==> src/rtl/face_pkg.sv <==
// rtl/face_pkg.sv - shared types and defaults for the edge frame streamer
//   IMG_WIDTH_DEF / IMG_HEIGHT_DEF : default frame geometry
//   PIX_W                          : pixel width
//   state_t                        : controller states
//   beat_t                         : one stream beat {data, sof, eol, eof}
package face_pkg;

    localparam int IMG_WIDTH_DEF  = 64;
    localparam int IMG_HEIGHT_DEF = 64;
    localparam int PIX_W          = 8;

    typedef enum logic [1:0] {
        ST_IDLE   = 2'd0,
        ST_STREAM = 2'd1,
        ST_DRAIN  = 2'd2,
        ST_DONE   = 2'd3
    } state_t;

    typedef struct packed {
        logic [PIX_W-1:0] data;
        logic             sof;
        logic             eol;
        logic             eof;
    } beat_t;

endpackage

==> src/rtl/stream_fifo2.sv <==
// rtl/stream_fifo2.sv - two-entry synchronous FIFO of stream beats
//   clk, reset_n      : clock, asynchronous active-low reset
//   push, push_beat   : write one beat (caller never pushes when full)
//   pop               : drop the head beat (caller never pops when empty)
//   head              : current head beat
//   count             : occupancy 0..2
module stream_fifo2
    import face_pkg::*;
(
    input  logic       clk,
    input  logic       reset_n,
    input  logic       push,
    input  beat_t      push_beat,
    input  logic       pop,
    output beat_t      head,
    output logic [1:0] count
);

    beat_t slot [2];
    logic  wr_ptr;
    logic  rd_ptr;

    always_ff @(posedge clk or negedge reset_n) begin
        if (!reset_n) begin
            slot[0] <= '0;
            slot[1] <= '0;
            wr_ptr  <= 1'b0;
            rd_ptr  <= 1'b0;
            count   <= 2'd0;
        end else begin
            if (push) begin
                slot[wr_ptr] <= push_beat;
                wr_ptr       <= ~wr_ptr;
            end
            if (pop) begin
                rd_ptr <= ~rd_ptr;
            end
            count <= count + {1'b0, push} - {1'b0, pop};
        end
    end

    assign head = slot[rd_ptr];

endmodule

==> src/rtl/edge_frame_streamer.sv <==
// rtl/edge_frame_streamer.sv - streams a thresholded edge frame out of memory
//   clk, reset_n                          : clock, asynchronous active-low reset
//   start / busy / done                   : frame control and status
//   mem_rd_en, mem_rd_addr, mem_rd_data   : 1-cycle-latency synchronous read port
//   m_valid, m_ready, m_data              : pixel stream handshake and data
//   m_sof, m_eol, m_eof                   : frame markers travelling with each beat
//   BORDER_MASK_EN (macro)                : when defined, border pixels are forced to 0
module edge_frame_streamer
    import face_pkg::*;
#(
    parameter int IMG_WIDTH  = IMG_WIDTH_DEF,
    parameter int IMG_HEIGHT = IMG_HEIGHT_DEF,
    parameter int ADDR_W     = 12
) (
    input  logic              clk,
    input  logic              reset_n,
    input  logic              start,
    output logic              busy,
    output logic              done,
    output logic              mem_rd_en,
    output logic [ADDR_W-1:0] mem_rd_addr,
    input  logic [PIX_W-1:0]  mem_rd_data,
    output logic              m_valid,
    input  logic              m_ready,
    output logic [PIX_W-1:0]  m_data,
    output logic              m_sof,
    output logic              m_eol,
    output logic              m_eof
);

    localparam int CW = $clog2(IMG_WIDTH);
    localparam int RW = $clog2(IMG_HEIGHT);
    localparam logic [CW-1:0]     COL_LAST  = CW'(IMG_WIDTH - 1);
    localparam logic [RW-1:0]     ROW_LAST  = RW'(IMG_HEIGHT - 1);
    localparam logic [ADDR_W-1:0] ADDR_LAST = ADDR_W'(IMG_WIDTH * IMG_HEIGHT - 1);

    state_t            state;
    state_t            state_nxt;
    logic [ADDR_W-1:0] addr;
    logic [CW-1:0]     col;
    logic [RW-1:0]     row;

    // Markers of the read currently in flight; they join the data when it lands.
    logic              inflight;
    logic              pend_sof;
    logic              pend_eol;
    logic              pend_eof;

    logic [1:0]        fifo_count;
    beat_t             fifo_head;
    beat_t             push_beat;
    logic [PIX_W-1:0]  push_data;
    logic              pop;
    logic              issue;

    assign m_valid = (fifo_count != 2'd0);
    assign pop     = m_valid && m_ready;

    // Only issue a read when a FIFO slot is guaranteed for it on landing:
    // occupancy + in-flight - pop < 2, rearranged to stay unsigned.
    assign issue = (state == ST_STREAM) &&
                   (({1'b0, fifo_count} + {2'b0, inflight}) < (3'd2 + {2'b0, pop}));

    always_comb begin
        state_nxt = state;
        case (state)
            ST_IDLE:   if (start) state_nxt = ST_STREAM;
            ST_STREAM: if (issue && (addr == ADDR_LAST)) state_nxt = ST_DRAIN;
            ST_DRAIN:  if (!inflight && (fifo_count == 2'd0)) state_nxt = ST_DONE;
            ST_DONE:   state_nxt = ST_IDLE;
            default:   state_nxt = ST_IDLE;
        endcase
    end

    always_ff @(posedge clk or negedge reset_n) begin
        if (!reset_n) begin
            state    <= ST_IDLE;
            addr     <= '0;
            col      <= '0;
            row      <= '0;
            inflight <= 1'b0;
            pend_sof <= 1'b0;
            pend_eol <= 1'b0;
            pend_eof <= 1'b0;
        end else begin
            state    <= state_nxt;
            inflight <= issue;
            if ((state == ST_IDLE) && start) begin
                addr <= '0;
                col  <= '0;
                row  <= '0;
            end else if (issue) begin
                pend_sof <= (row == '0) && (col == '0);
                pend_eol <= (col == COL_LAST);
                pend_eof <= (addr == ADDR_LAST);
                addr     <= addr + 1'b1;
                if (col == COL_LAST) begin
                    col <= '0;
                    // Row saturates on the last line so it never leaves the frame.
                    if (row != ROW_LAST) row <= row + 1'b1;
                end else begin
                    col <= col + 1'b1;
                end
            end
        end
    end

`ifdef BORDER_MASK_EN
    // Border pixels never went through the preprocessing kernel; zero them.
    logic pend_border;

    always_ff @(posedge clk or negedge reset_n) begin
        if (!reset_n) begin
            pend_border <= 1'b0;
        end else if (issue) begin
            pend_border <= (row == '0) || (row == ROW_LAST) ||
                           (col == '0) || (col == COL_LAST);
        end
    end

    assign push_data = pend_border ? '0 : mem_rd_data;
`else
    assign push_data = mem_rd_data;
`endif

    assign push_beat = '{data: push_data, sof: pend_sof, eol: pend_eol, eof: pend_eof};

    stream_fifo2 u_fifo (
        .clk       (clk),
        .reset_n   (reset_n),
        .push      (inflight),
        .push_beat (push_beat),
        .pop       (pop),
        .head      (fifo_head),
        .count     (fifo_count)
    );

    // Stale head contents are masked so the stream reads all-zero when idle.
    assign m_data      = m_valid ? fifo_head.data : '0;
    assign m_sof       = m_valid && fifo_head.sof;
    assign m_eol       = m_valid && fifo_head.eol;
    assign m_eof       = m_valid && fifo_head.eof;

    assign busy        = (state == ST_STREAM) || (state == ST_DRAIN);
    assign done        = (state == ST_DONE);
    assign mem_rd_en   = issue;
    assign mem_rd_addr = issue ? addr : '0;

endmodule

==> config.mk <==
export PLATFORM = sky130hd
export DESIGN_NAME = edge_frame_streamer
export DESIGN_NICKNAME = d
export VERILOG_FILES = /design/src/rtl/face_pkg.sv /design/src/rtl/stream_fifo2.sv /design/src/rtl/edge_frame_streamer.sv
export SDC_FILE = /design/constraint.sdc
export NUM_CORES = 1
export LEC_CHECK = 0
export CAP_MARGIN = 20
export CORE_ASPECT_RATIO = 0.6
export CORE_MARGIN = 5
export CORE_UTILIZATION = 50
export DETAILED_ROUTE_END_ITERATION = 12
export PLACE_DENSITY = 0.79
export SLEW_MARGIN = 0
export SYNTH_ARGS = -nofsm -noshare
export SYNTH_HDL_FRONTEND = slang
export SYNTH_SLANG_ARGS = --single-unit
export TNS_END_PERCENT = 30
==> constraint.sdc <==
create_clock -name clk -period 2.05 [get_ports clk]
set_input_delay 0.615 -clock clk [delete_from_list [all_inputs] [get_ports clk]]
set_output_delay 0.615 -clock clk [all_outputs]
set_load 0.02 [all_outputs]
==> results_dict.tcl <==
set metrics [dict create \
    clockBufferDepth 2 \
    cts_hold_repair.buffers 0 \
    fp-row-count 21 \
    min_period_over_period 1.16 \
    worst_slack_ns -0.335 \
    fmax_mhz 419 \
    post_route_cells_drive_above_1_share 0.377 \
    grt_pass1_wl_um 11100 \
    violations "setup timing" \
    root_buffer "clkbuf_8" \
    rsz0062_at_grt "yes" \
    finalNetCount 386 \
    multi_input_area_um2 1590 \
    dpl.hpwl_um 4570 \
    register_area_um2 1400 \
    cap_viol_max_count 0 \
    antenna_found_initial 0 \
    grt_pass1_vias 2275 \
    area_growth_pct 33.0 \
    critPathMostFrequentCell "ha_4" \
    final_common_cell "dfrtp_1" \
    die-area_um2 7680 \
    whs_ns 0.285 \
    start_util 0.527 \
    syn-cell-area_um2 2990 \
    num_vias 2374 \
    yosysUniqueCellTypes 41 \
    crit_buf_inv 2 \
    crit_path_max_fanout 6 \
    required_ns 1.43 \
    n_antenna_cell 0 \
    cp-start-kind "flop" \
    dpl.cell_count 425 \
    ys_ff_latch 56 \
    final_cell_area_um2 3980 \
    instances_no_fill 441 \
    crit_family "adder cells" \
    post_drt_wl_per_cell_um 16.2 \
    fin_skew_ns 0.00979 \
    gr-total-overflow 0 \
    numPortBuffers 38 \
    power_density_nw_per_um2 1320 \
    fillers 386 \
    fp.dieW_um 110 \
    num_io_pins 39 \
    syn_area_per_cell_um2 10.5 \
    syn-num-nets 311 \
    leakage_uw 0.00182 \
    vias_per_cell 5.38 \
    grt_max_degree 57 \
    critPathKind "reg -> out" \
    cts_tree "done" \
    clk_latency_ns 0.31 \
    die_h_um 69.9 \
    numCtsBuffers 5 \
    clock_sinks 56 \
    clk_pin_slew_worst_paths_ns 0.10 \
    first_iter_violations 163 \
    slew_headroom 0.634 \
    worst_pin_slew_ns 0.547 \
    routabilityCongestion 0.866 \
    cts_max_level 2 \
    path_cells "ha_4 -> ha_4 -> o21ai_4 -> nand3_4 -> inv_6 -> and2_4 -> buf_6" \
    status "complete, but fails checks" \
    hold_viol 0 \
    firstDrtPassIters 4 \
    end_kind "primary output" \
    final_cell_mix "55 x dfrtp_1, 34 x buf_4, 30 x nor2_1, 22 x mux2_2" \
    ant_nets 0 \
    netlist_instances 285 \
    slew_violations 0 \
    period_needed_ns 2.38 \
    postRouteWirelength_um 7120 \
    arrival_ns 1.77 \
    finalSetupViolations 14 \
    cp_slowest_cell "dfrtp_1" \
    slowest_delay_ns 0.43 \
    tns_ns -4.18 \
    ff2ff_setup_slack_ns 0 \
    grt_usage 0.179 \
    ys_seq_area_frac 0.469 \
    yosysWarnings 0 \
    hp-class "in -> async" \
    drc 0 \
    core-area_um2 5680 \
    placedInstanceArea_um2 3750 \
    ir_worst_vdd_mv 0.517 \
    post-route-util 0.701 \
]
[where the power goes]
| group | switching [µW] | leakage (µW) | internal, µW | total, µW |
|---|---|---|---|---|
| Combinational | 1510 | 0.00105 | 1450 | 2950 |
| Clock | 360 | 0.0000434 | 274 | 634 |
| Sequential | 228 | 0.000721 | 1440 | 1660 |
[through the flow]
step	worst slack, ns	total power [µW]
after floorplan	-0.0215	3240
final	-0.335	5250
after CTS	-0.300	4980
after global routing	-0.401	5590
after global placement	-1.00	4320
after detailed placement	-1.06	4410
[area by class of cell]
type / instances / area share
clock buffers: 6 / 0.0208
repair buffers: 80 / 0.177
well taps: 80 / 0.0252
flip-flops and latches: 56 / 0.353
multi-input cells: 198 / 0.399
inverters: 18 / 0.0195
repair inverters: 1 / 0.00220
clock inverters: 2 / 0.00378
[registers in the layout, indices dropped and copies added (netlist names)]
name	cells
addr	12
u_fifo.slot	22
inflight	1
row	6
u_fifo.rd_ptr	1
pend_eol	1
pend_sof	1
col	6
u_fifo.count	2
pend_eof	1
u_fifo.wr_ptr	1
state	2
[final timing paths]
check	start	endpoint	depth (start not counted)
worst max-delay path	inflight	mem_rd_addr[4]	7
worst max register to register	state[1]	addr[6]	8
worst min register to register	u_fifo.wr_ptr	u_fifo.wr_ptr	1
min in group clk	u_fifo.wr_ptr	u_fifo.wr_ptr	1
max in group asynchronous	reset_n	col[4]	2
worst min-delay path	reset_n	addr[7]	2
[worst register-to-register path, cell delays in order (launching register included)]
cell	delay (ns)
dfrtp_1	0.39
inv_1	0.09
ha_1	0.24
buf_4	0.18
inv_1	0.10
or2_2	0.35
nor4b_2	0.33
xnor2_1	0.21
nor2_1	0.06
[repair_timing]
item | CTS | global route
setup endpoints to repair | 40 | 34
pin swaps | 6 | 3
resized for setup | 140 | 20
buffers inserted | 4 | 3
cloned | 1 | 0
[logic make-up (layout without fill, tap and decap cells)]
family | after synthesis | in the layout | share of synthesized area
buffers and inverters | 31 | 107 | 0.0427
AND/OR/NAND/NOR | 107 | 107 | 0.194
XOR/XNOR | 16 | 16 | 0.0469
multiplexers | 37 | 37 | 0.134
AO/OA/AOI/OAI | 24 | 24 | 0.0548
adder cells (fa/ha/maj) | 14 | 14 | 0.0586
flip-flops | 56 | 56 | 0.469
[synth_stat cells]
cell type	number	area share
a21oi_1	8	0.013
o21ai_0	4	0.0067
o21ai_4	1	0.0054
nor4b_2	1	0.0050
nand2_1	16	0.020
buf_2	3	0.0050
nand3_2	1	0.0033
clkbuf_1	6	0.0075
o21ai_2	1	0.0029
or3_1	3	0.0063
mux2_2	24	0.090
xnor2_1	12	0.035
or2_2	2	0.0042
mux2i_1	13	0.044
nand2_2	1	0.0021
nor2_1	33	0.041
dfrtp_1	56	0.47
and2_1	11	0.023
nor2b_1	2	0.0042
ha_1	14	0.059
buf_4	2	0.0050
o32a_1	1	0.0033
nand3_1	7	0.012
inv_1	18	0.023
xor2_1	4	0.012
and4b_1	3	0.010
nor4_1	5	0.010
a31oi_1	3	0.0063
a32o_1	1	0.0033
a21o_2	1	0.0029
o31ai_1	1	0.0025
nor3_1	7	0.012
nor4_4	1	0.0071
o21a_1	2	0.0050
and2_2	1	0.0025
nor4b_1	1	0.0029
nand4b_1	1	0.0029
buf_1	2	0.0025
nand4_1	10	0.021
nor4_2	1	0.0042
a41oi_1	1	0.0029
[layer usage]
layer	vias to the layer above	global-route usage	part of all wire
li1	1132	-	-
met1	1159	0.263	0.45
met2	74	0.272	0.47
met3	9	0.0378	0.069
met4	0	0.0373	0.011
met5	-	0	0
Power figures use the tool's default switching activity.
